===== src/rtl/sinx_sched_pkg.sv =====
// sinx_sched_pkg: default parameters and FSM state encoding shared by the
// sinx scheduler and its round-robin arbiter.
package sinx_sched_pkg;

    localparam int unsigned NUM_REQ_DEF        = 4;
    localparam int unsigned DATA_W_DEF         = 16;
    localparam int unsigned TIMEOUT_CYCLES_DEF = 64;

    // Scheduler FSM state encoding.
    localparam int unsigned STATE_W = 3;
    localparam logic [STATE_W-1:0] ST_IDLE  = 3'd0;
    localparam logic [STATE_W-1:0] ST_ISSUE = 3'd1;
    localparam logic [STATE_W-1:0] ST_WAIT  = 3'd2;
    localparam logic [STATE_W-1:0] ST_RESP  = 3'd3;
    localparam logic [STATE_W-1:0] ST_DRAIN = 3'd4;

endpackage


===== src/rtl/sinx_rr_arbiter.sv =====
// sinx_rr_arbiter: one-hot round-robin grant; the winner is the first valid
// index strictly after ptr, wrapping from NUM_REQ-1 back to 0.
module sinx_rr_arbiter #(
    parameter int unsigned NUM_REQ = 4
) (
    input  logic [NUM_REQ-1:0]         valid,
    input  logic [$clog2(NUM_REQ)-1:0] ptr,
    output logic [NUM_REQ-1:0]         grant
);

    localparam int unsigned IDW = $clog2(NUM_REQ);

    logic           found;
    logic [IDW-1:0] idx;

    // Scan requesters starting just after the last granted one.
    always_comb begin
        grant = '0;
        found = 1'b0;
        idx   = '0;
        for (int unsigned k = 1; k <= NUM_REQ; k++) begin
            idx = IDW'((32'(ptr) + k) % NUM_REQ);
            if (!found && valid[idx]) begin
                grant[idx] = 1'b1;
                found      = 1'b1;
            end
        end
    end

endmodule


===== src/rtl/sinx_scheduler.sv =====
// sinx_scheduler: shares one iterative sinx core among NUM_REQ requesters.
// One job at a time: IDLE -> ISSUE -> WAIT -> RESP -> IDLE.
// Optional watchdog on WAIT enabled by defining SINX_SCHED_TIMEOUT_EN; an
// expired job returns an error response and then DRAINs the late core done.
module sinx_scheduler
    import sinx_sched_pkg::*;
#(
    parameter int unsigned NUM_REQ        = NUM_REQ_DEF,
    parameter int unsigned DATA_W         = DATA_W_DEF,
    parameter int unsigned TIMEOUT_CYCLES = TIMEOUT_CYCLES_DEF
) (
    input  logic                        clk_i,
    input  logic                        rst_i,
    input  logic [NUM_REQ-1:0]          req_valid_i,
    input  logic [NUM_REQ*DATA_W-1:0]   req_x_i,
    output logic [NUM_REQ-1:0]          req_ready_o,
    output logic                        rsp_valid_o,
    input  logic                        rsp_ready_i,
    output logic [$clog2(NUM_REQ)-1:0]  rsp_id_o,
    output logic [DATA_W-1:0]           rsp_y_o,
    output logic                        rsp_err_o,
    output logic                        core_start_o,
    output logic [DATA_W-1:0]           core_x_o,
    input  logic                        core_done_i,
    input  logic [DATA_W-1:0]           core_y_i,
    output logic                        busy_o
);

    localparam int unsigned IDW = $clog2(NUM_REQ);

    if (NUM_REQ < 2 || NUM_REQ > 8 || TIMEOUT_CYCLES < 1) begin : g_bad_param
        $error("sinx_scheduler: parameter out of range");
    end

    logic [STATE_W-1:0] state;
    logic [STATE_W-1:0] state_next;
    logic [IDW-1:0]     ptr;
    logic [IDW-1:0]     gidx;
    logic [IDW-1:0]     sel;
    logic [NUM_REQ-1:0] grant;
    logic [DATA_W-1:0]  x_slice [NUM_REQ];
    logic [DATA_W-1:0]  gx;
    logic               accept;
    logic               timed_out;

    for (genvar g = 0; g < NUM_REQ; g++) begin : g_xslice
        assign x_slice[g] = req_x_i[g*DATA_W +: DATA_W];
    end

    sinx_rr_arbiter #(
        .NUM_REQ (NUM_REQ)
    ) u_arb (
        .valid (req_valid_i),
        .ptr   (ptr),
        .grant (grant)
    );

    // Grants are only offered while idle; a handshake is any granted valid.
    assign req_ready_o = (state == ST_IDLE) ? grant : '0;
    assign accept      = (state == ST_IDLE) && (|grant);
    assign gx          = x_slice[gidx];

    // Encode the one-hot grant as a requester index.
    always_comb begin
        gidx = '0;
        sel  = '0;
        for (int unsigned i = 0; i < NUM_REQ; i++) begin
            sel = IDW'(i);
            if (grant[sel]) begin
                gidx = sel;
            end
        end
    end

    // Next-state logic; done is only looked at in WAIT and DRAIN so a stale
    // done level from the previous job is ignored during ISSUE.
    always_comb begin
        state_next = state;
        case (state)
            ST_IDLE:  if (accept) state_next = ST_ISSUE;
            ST_ISSUE: state_next = ST_WAIT;
            ST_WAIT:  if (core_done_i || timed_out) state_next = ST_RESP;
            ST_RESP:  if (rsp_ready_i) state_next = rsp_err_o ? ST_DRAIN : ST_IDLE;
            ST_DRAIN: if (core_done_i) state_next = ST_IDLE;
            default:  state_next = ST_IDLE;
        endcase
    end

    // State, arbitration pointer, job registers and registered status outputs.
    always_ff @(posedge clk_i) begin
        if (rst_i) begin
            state        <= ST_IDLE;
            ptr          <= IDW'(NUM_REQ - 1);
            core_x_o     <= '0;
            rsp_id_o     <= '0;
            rsp_y_o      <= '0;
            core_start_o <= 1'b0;
            rsp_valid_o  <= 1'b0;
            busy_o       <= 1'b0;
        end else begin
            state        <= state_next;
            core_start_o <= (state_next == ST_ISSUE);
            rsp_valid_o  <= (state_next == ST_RESP);
            busy_o       <= (state_next != ST_IDLE);
            if (accept) begin
                ptr      <= gidx;
                rsp_id_o <= gidx;
                core_x_o <= gx;
            end
            if (state == ST_WAIT) begin
                if (core_done_i) begin
                    rsp_y_o <= core_y_i;
                end else if (timed_out) begin
                    rsp_y_o <= '0;
                end
            end
        end
    end

`ifdef SINX_SCHED_TIMEOUT_EN
    localparam int unsigned CNT_W = $clog2(TIMEOUT_CYCLES + 1);

    logic [CNT_W-1:0] tmo_cnt;
    logic             err_q;

    assign timed_out = (state == ST_WAIT) && !core_done_i &&
                       (tmo_cnt == CNT_W'(TIMEOUT_CYCLES - 1));
    assign rsp_err_o = err_q;

    // Watchdog over WAIT cycles and the error flag reported with the response.
    always_ff @(posedge clk_i) begin
        if (rst_i) begin
            tmo_cnt <= '0;
            err_q   <= 1'b0;
        end else begin
            if (state == ST_WAIT) begin
                tmo_cnt <= tmo_cnt + CNT_W'(1);
                if (core_done_i) begin
                    err_q <= 1'b0;
                end else if (timed_out) begin
                    err_q <= 1'b1;
                end
            end else begin
                tmo_cnt <= '0;
            end
        end
    end
`else
    assign timed_out = 1'b0;
    assign rsp_err_o = 1'b0;
`endif

endmodule


===== config.mk =====
export PLATFORM = sky130hd
export DESIGN_NAME = sinx_scheduler
export DESIGN_NICKNAME = d
export VERILOG_FILES = /design/src/rtl/sinx_sched_pkg.sv /design/src/rtl/sinx_rr_arbiter.sv /design/src/rtl/sinx_scheduler.sv
export SDC_FILE = /design/constraint.sdc
export NUM_CORES = 1
export LEC_CHECK = 0
export ABC_AREA = 1
export CAP_MARGIN = 5
export CORE_ASPECT_RATIO = 1.5
export CORE_UTILIZATION = 45
export DETAILED_ROUTE_END_ITERATION = 10
export PLACE_DENSITY = 0.85
export SLEW_MARGIN = 10
export SYNTH_ARGS = -nofsm -noshare
export SYNTH_HDL_FRONTEND = slang
export SYNTH_SLANG_ARGS = --single-unit
export TNS_END_PERCENT = 100

===== constraint.sdc =====
create_clock -name clk_i -period 5.8 [get_ports clk_i]
set_input_delay 1.16 -clock clk_i [delete_from_list [all_inputs] [get_ports clk_i]]
set_output_delay 1.16 -clock clk_i [all_outputs]
set_load 0.02 [all_outputs]

==> Flow_metrics.wiki <==
{| class="wikitable"
! Metric !! Value
|-
| Non-filler instance count after layout || 670
|-
| Portion of total power attributed to combinational logic || 0.734
|-
| Area enclosed by the die boundary || 6950 µm²
|-
| Number of routed nets with antenna violations || 0
|-
| Number of setup violations in the final report || 0
|-
| Worst-case clock skew || 0.0122 ns
|-
| Buffer and inverter count on the worst path || 4
|-
| Part of the total power dissipated in the clock network || 0.087
|-
| Placed Instances || 662
|-
| Worst slew margin relative to its limit || 0.394
|-
| First-pass GRT wire length || 13.0 mm
|-
| Worst R2R Start || ptr[0]$_SDFFE_PP1P_
|-
| Least-Margin Pin Slew || 0.906 ns
|-
| Synth Flop Type || dfxtp_1
|-
| CP top delay family || buffers and inverters
|-
| Share of flip-flops with an asynchronous set or reset || 0
|-
| Logic depth of the worst path, buffers included || 12
|-
| Pin count of the biggest net entering global routing || 25
|-
| Slack of the worst reg-to-reg path || 2.76 ns
|-
| Starting utilization of the core area || 0.475
|-
| Fin. Hold Viols || 0
|-
| Kind of critical path || in -> out
|-
| Max Fanout on Critical Path || 19
|-
| Category of the worst setup path launch point || input port
|-
| Area growth syn-to-layout || 45.4%
|-
| Area of the core || 6260 µm²
|-
| H-tree depth reported by CTS || 2
|-
| Pre-CTS setup slack || 1.26 ns
|-
| Reg2reg end || core_x_o[11]$_SDFFE_PP0P_
|-
| Share of the cycle needed by the critical path after routing || 0.787
|-
| Int Pwr || 1.10 mW
|-
| Number of clock sinks || 42
|-
| Leakage power || 2.16 nW
|-
| Detailed-route vias per instance || 4.85
|-
| Num CTS Buffers || 5
|-
| Core Rows || 35
|-
| Net count after synthesis || 575
|-
| Total wire length after detailed routing || 8.29 mm
|-
| Max clock buf depth || 2
|-
| Total number of vias || 3251
|-
| Hold path depth || 2
|-
| Number of hold-repair buffers added at the cts stage || 0
|-
| Number of remaining DRC errors || 0
|-
| Hold path startpoint || rsp_id_o[0]$_SDFFE_PP0P_
|-
| Fraction of the yosys area taken by sequential cells || 0.283
|-
| Share of the synthesized area in the top cell type || 0.283
|-
| Post-CTS Setup Repair Bufs || 0
|-
| Delay contributed by the slowest stage of the critical path || 0.54 ns
|-
| Switching power of the nets || 1.27 mW
|-
| Warnings from Yosys || 0
|-
| Type of the most critical hold path || reg -> reg
|-
| Master of the slowest instance on the critical path || clkdlybuf4s50_1
|-
| Power per unit of standard cell area || 549 nW/µm²
|-
| Proportion of total power due to net switching || 0.536
|-
| Clock edge transition at the registers on the reported setup and hold paths || 0.08 ns
|-
| Maximum VDD drop || 0.334 mV
|-
| Clock tree from TritonCTS || done
|-
| Worst Slack Setup Final || 1.23 ns
|-
| Count of instances resized after the clock tree is built || 0
|-
| Final layout net count || 691
|-
| Average routed wire per standard cell || 12.4 µm
|-
| Share of final-layout standard cells stronger than drive strength 1 || 0.0688
|-
| Detailed placement HPWL || 6.47 mm
|-
| Count of input and output buffers || 128
|-
| Length in cells of the worst reg-to-reg path || 16
|-
| Main area contributors after synthesis || dfxtp_1 28%, nand2_1 12%, nor2_1 11%
|-
| Netlist area before placement || 2970 µm²
|-
| Number of distinct library cells after synthesis || 29
|-
| Cell type with the largest total area after synthesis || dfxtp_1
|-
| Setup tns final || 0 ns
|-
| Fmax || 219 MHz
|-
| Run status || completed
|-
| Setup repair after global routing missed its margin || false
|-
| Worst Hold Path EP || rsp_id_o[0]$_SDFFE_PP0P_
|-
| Sort of element at the end of the critical path || output port
|-
| Max Cap Viol || 0
|-
| Time the final worst path needs with I/O delays and setup || 4.57 ns
|-
| N_diodes || 0
|-
| Number of I/O pins || 130
|-
| Weighted congestion reported at the end of routability-driven placement || 0.862
|-
| Worst setup path startpoint || req_valid_i[3]
|-
| CP Cell Sequence || clkdlybuf4s50_1 > inv_1 > nand2_1 > nand3_1 > nand2_1 > nand3_2 > nand2_2 > nor2_8 > nand2_4 > inv_4 > nor2_1 > clkdlybuf4s50_1
|-
| Number of standard cells after synthesis || 479
|-
| Skew-Pair Late Insertion Delay || 0.30 ns
|-
| Slew Limit Fails || 0
|-
| Die outline height || 102 µm
|-
| Starting DRT DRC Count || 129
|-
| CP Data Required Time || 4.64 ns
|-
| Number of antenna violations at the first check in global routing || 0
|-
| Overall global routing resource usage || 0.242
|-
| Yosys reg bits || 42
|-
| Number of search-and-repair iterations in the first detailed-routing pass || 4
|-
| Vias in the first global route || 3083
|-
| Root Buffer || clkbuf_8
|-
| Chip width || 68.4 µm
|-
| Portion of total power attributed to sequential cells || 0.180
|-
| Gr ovfl total || 0
|-
| EDFF count, synth || 0
|-
| Arrival time of the worst setup path || 3.41 ns
|-
| Syn Area/Cell || 6.21 µm²
|}
[layout make-up]
| type | instances | area [µm²] |
|---|---|---|
| fill | 547 | 1940 |
| multi-input combinational | 334 | 1690 |
| timing repair buffer | 128 | 1280 |
| sequential | 42 | 841 |
| inverter | 84 | 325 |
| tap | 74 | 92.6 |
| clock buffer | 5 | 68.8 |
| clock inverter | 3 | 27.5 |
[layout by cell type (no fill, tap or decap), types with 3 or more instances in the layout]
cell,count
clkdlybuf4s50_1,128
nand2_1,97
nor2_1,89
inv_1,78
nand3_1,53
dfxtp_1,42
a21oi_1,35
o21ai_0,16
nand2_4,11
ha_1,8
nand2_2,6
clkbuf_8,5
nand3_4,3
nor2_8,3
[routing by layer]
metal  track usage  share of wire  vias to the layer above  wire [µm]
met5             0              0                        -          0
met4        0.0689          0.015                        0        127
met3        0.0619          0.073                       10        608
met2         0.478           0.54                      108       4460
met1         0.232           0.37                     1445       3100
li1              -              -                     1688          -
[tightest hold or removal path, delay by kind of cell, from the launching register on]
kind               cells  cell delay [ns]
and+or+nand+nor        1             0.06
DFF                    1             0.32
AOI/OAI and AO/OA      1             0.05
[cells in the mapped netlist, drive strengths merged, types with 2 or more instances]
master	instances
a21oi	35
a31oi	2
and3	2
buf	12
clkbuf	7
clkinv	2
dfxtp	42
ha	8
inv	82
nand2	114
nand3	58
nor2	96
o21ai	16
[cells by family (layout without fill, tap and decap cells)]
logic type | after synthesis | in the layout | synth area share
adder cells (fa/ha/maj) | 8 | 8 | 0.0337
flip-flops | 42 | 42 | 0.283
AND/OR/NAND/NOR | 272 | 272 | 0.443
other | 1 | 1 | 0.00126
buffers and inverters | 103 | 220 | 0.150
AO/OA/AOI/OAI | 53 | 53 | 0.0900
[state kept, by name (all words and copies together), names as in the netlist]
signal and count:
rsp_id_o 2, rsp_valid_o 1, ptr 2, core_x_o 16
core_start_o 1, rsp_y_o 16, busy_o 1, state 3
[power groups by stage]
stage / Clock [mW] / Sequential, mW / Combinational, mW
final: 0.206 / 0.427 / 1.74
after global routing: 0.218 / 0.436 / 1.96
after CTS: 0.212 / 0.428 / 1.75
after detailed placement: 0 / 0.434 / 1.75
after global placement: 0 / 0.431 / 1.71
after floorplan: 0 / 0.499 / 1.31
[stage by stage]
step / util / hold WS [ns] / area [µm²] / power, mW
after floorplan: - / 0.472 / 2970 / 1.81
after global placement: 0.675 / 0.449 / 4230 / 2.14
after detailed placement: 0.675 / 0.454 / 4230 / 2.18
after CTS: 0.691 / 0.469 / 4320 / 2.39
after global routing: 0.691 / 0.486 / 4320 / 2.61
final: 0.691 / 0.469 / 4320 / 2.38
[worst max path at each step]
| stage | endpoint | slack [ns] |
|---|---|---|
| 4_1_cts | req_ready_o[3] | 1.25 |
| 3_5_place_dp | req_ready_o[3] | 1.26 |
| 2_1_floorplan | req_ready_o[3] | 2.21 |
| 3_3_place_gp | req_ready_o[3] | 1.33 |
| 5_1_grt | req_ready_o[3] | 1.09 |
| 6_report | req_ready_o[3] | 1.23 |
Power figures use the tool's default switching activity.
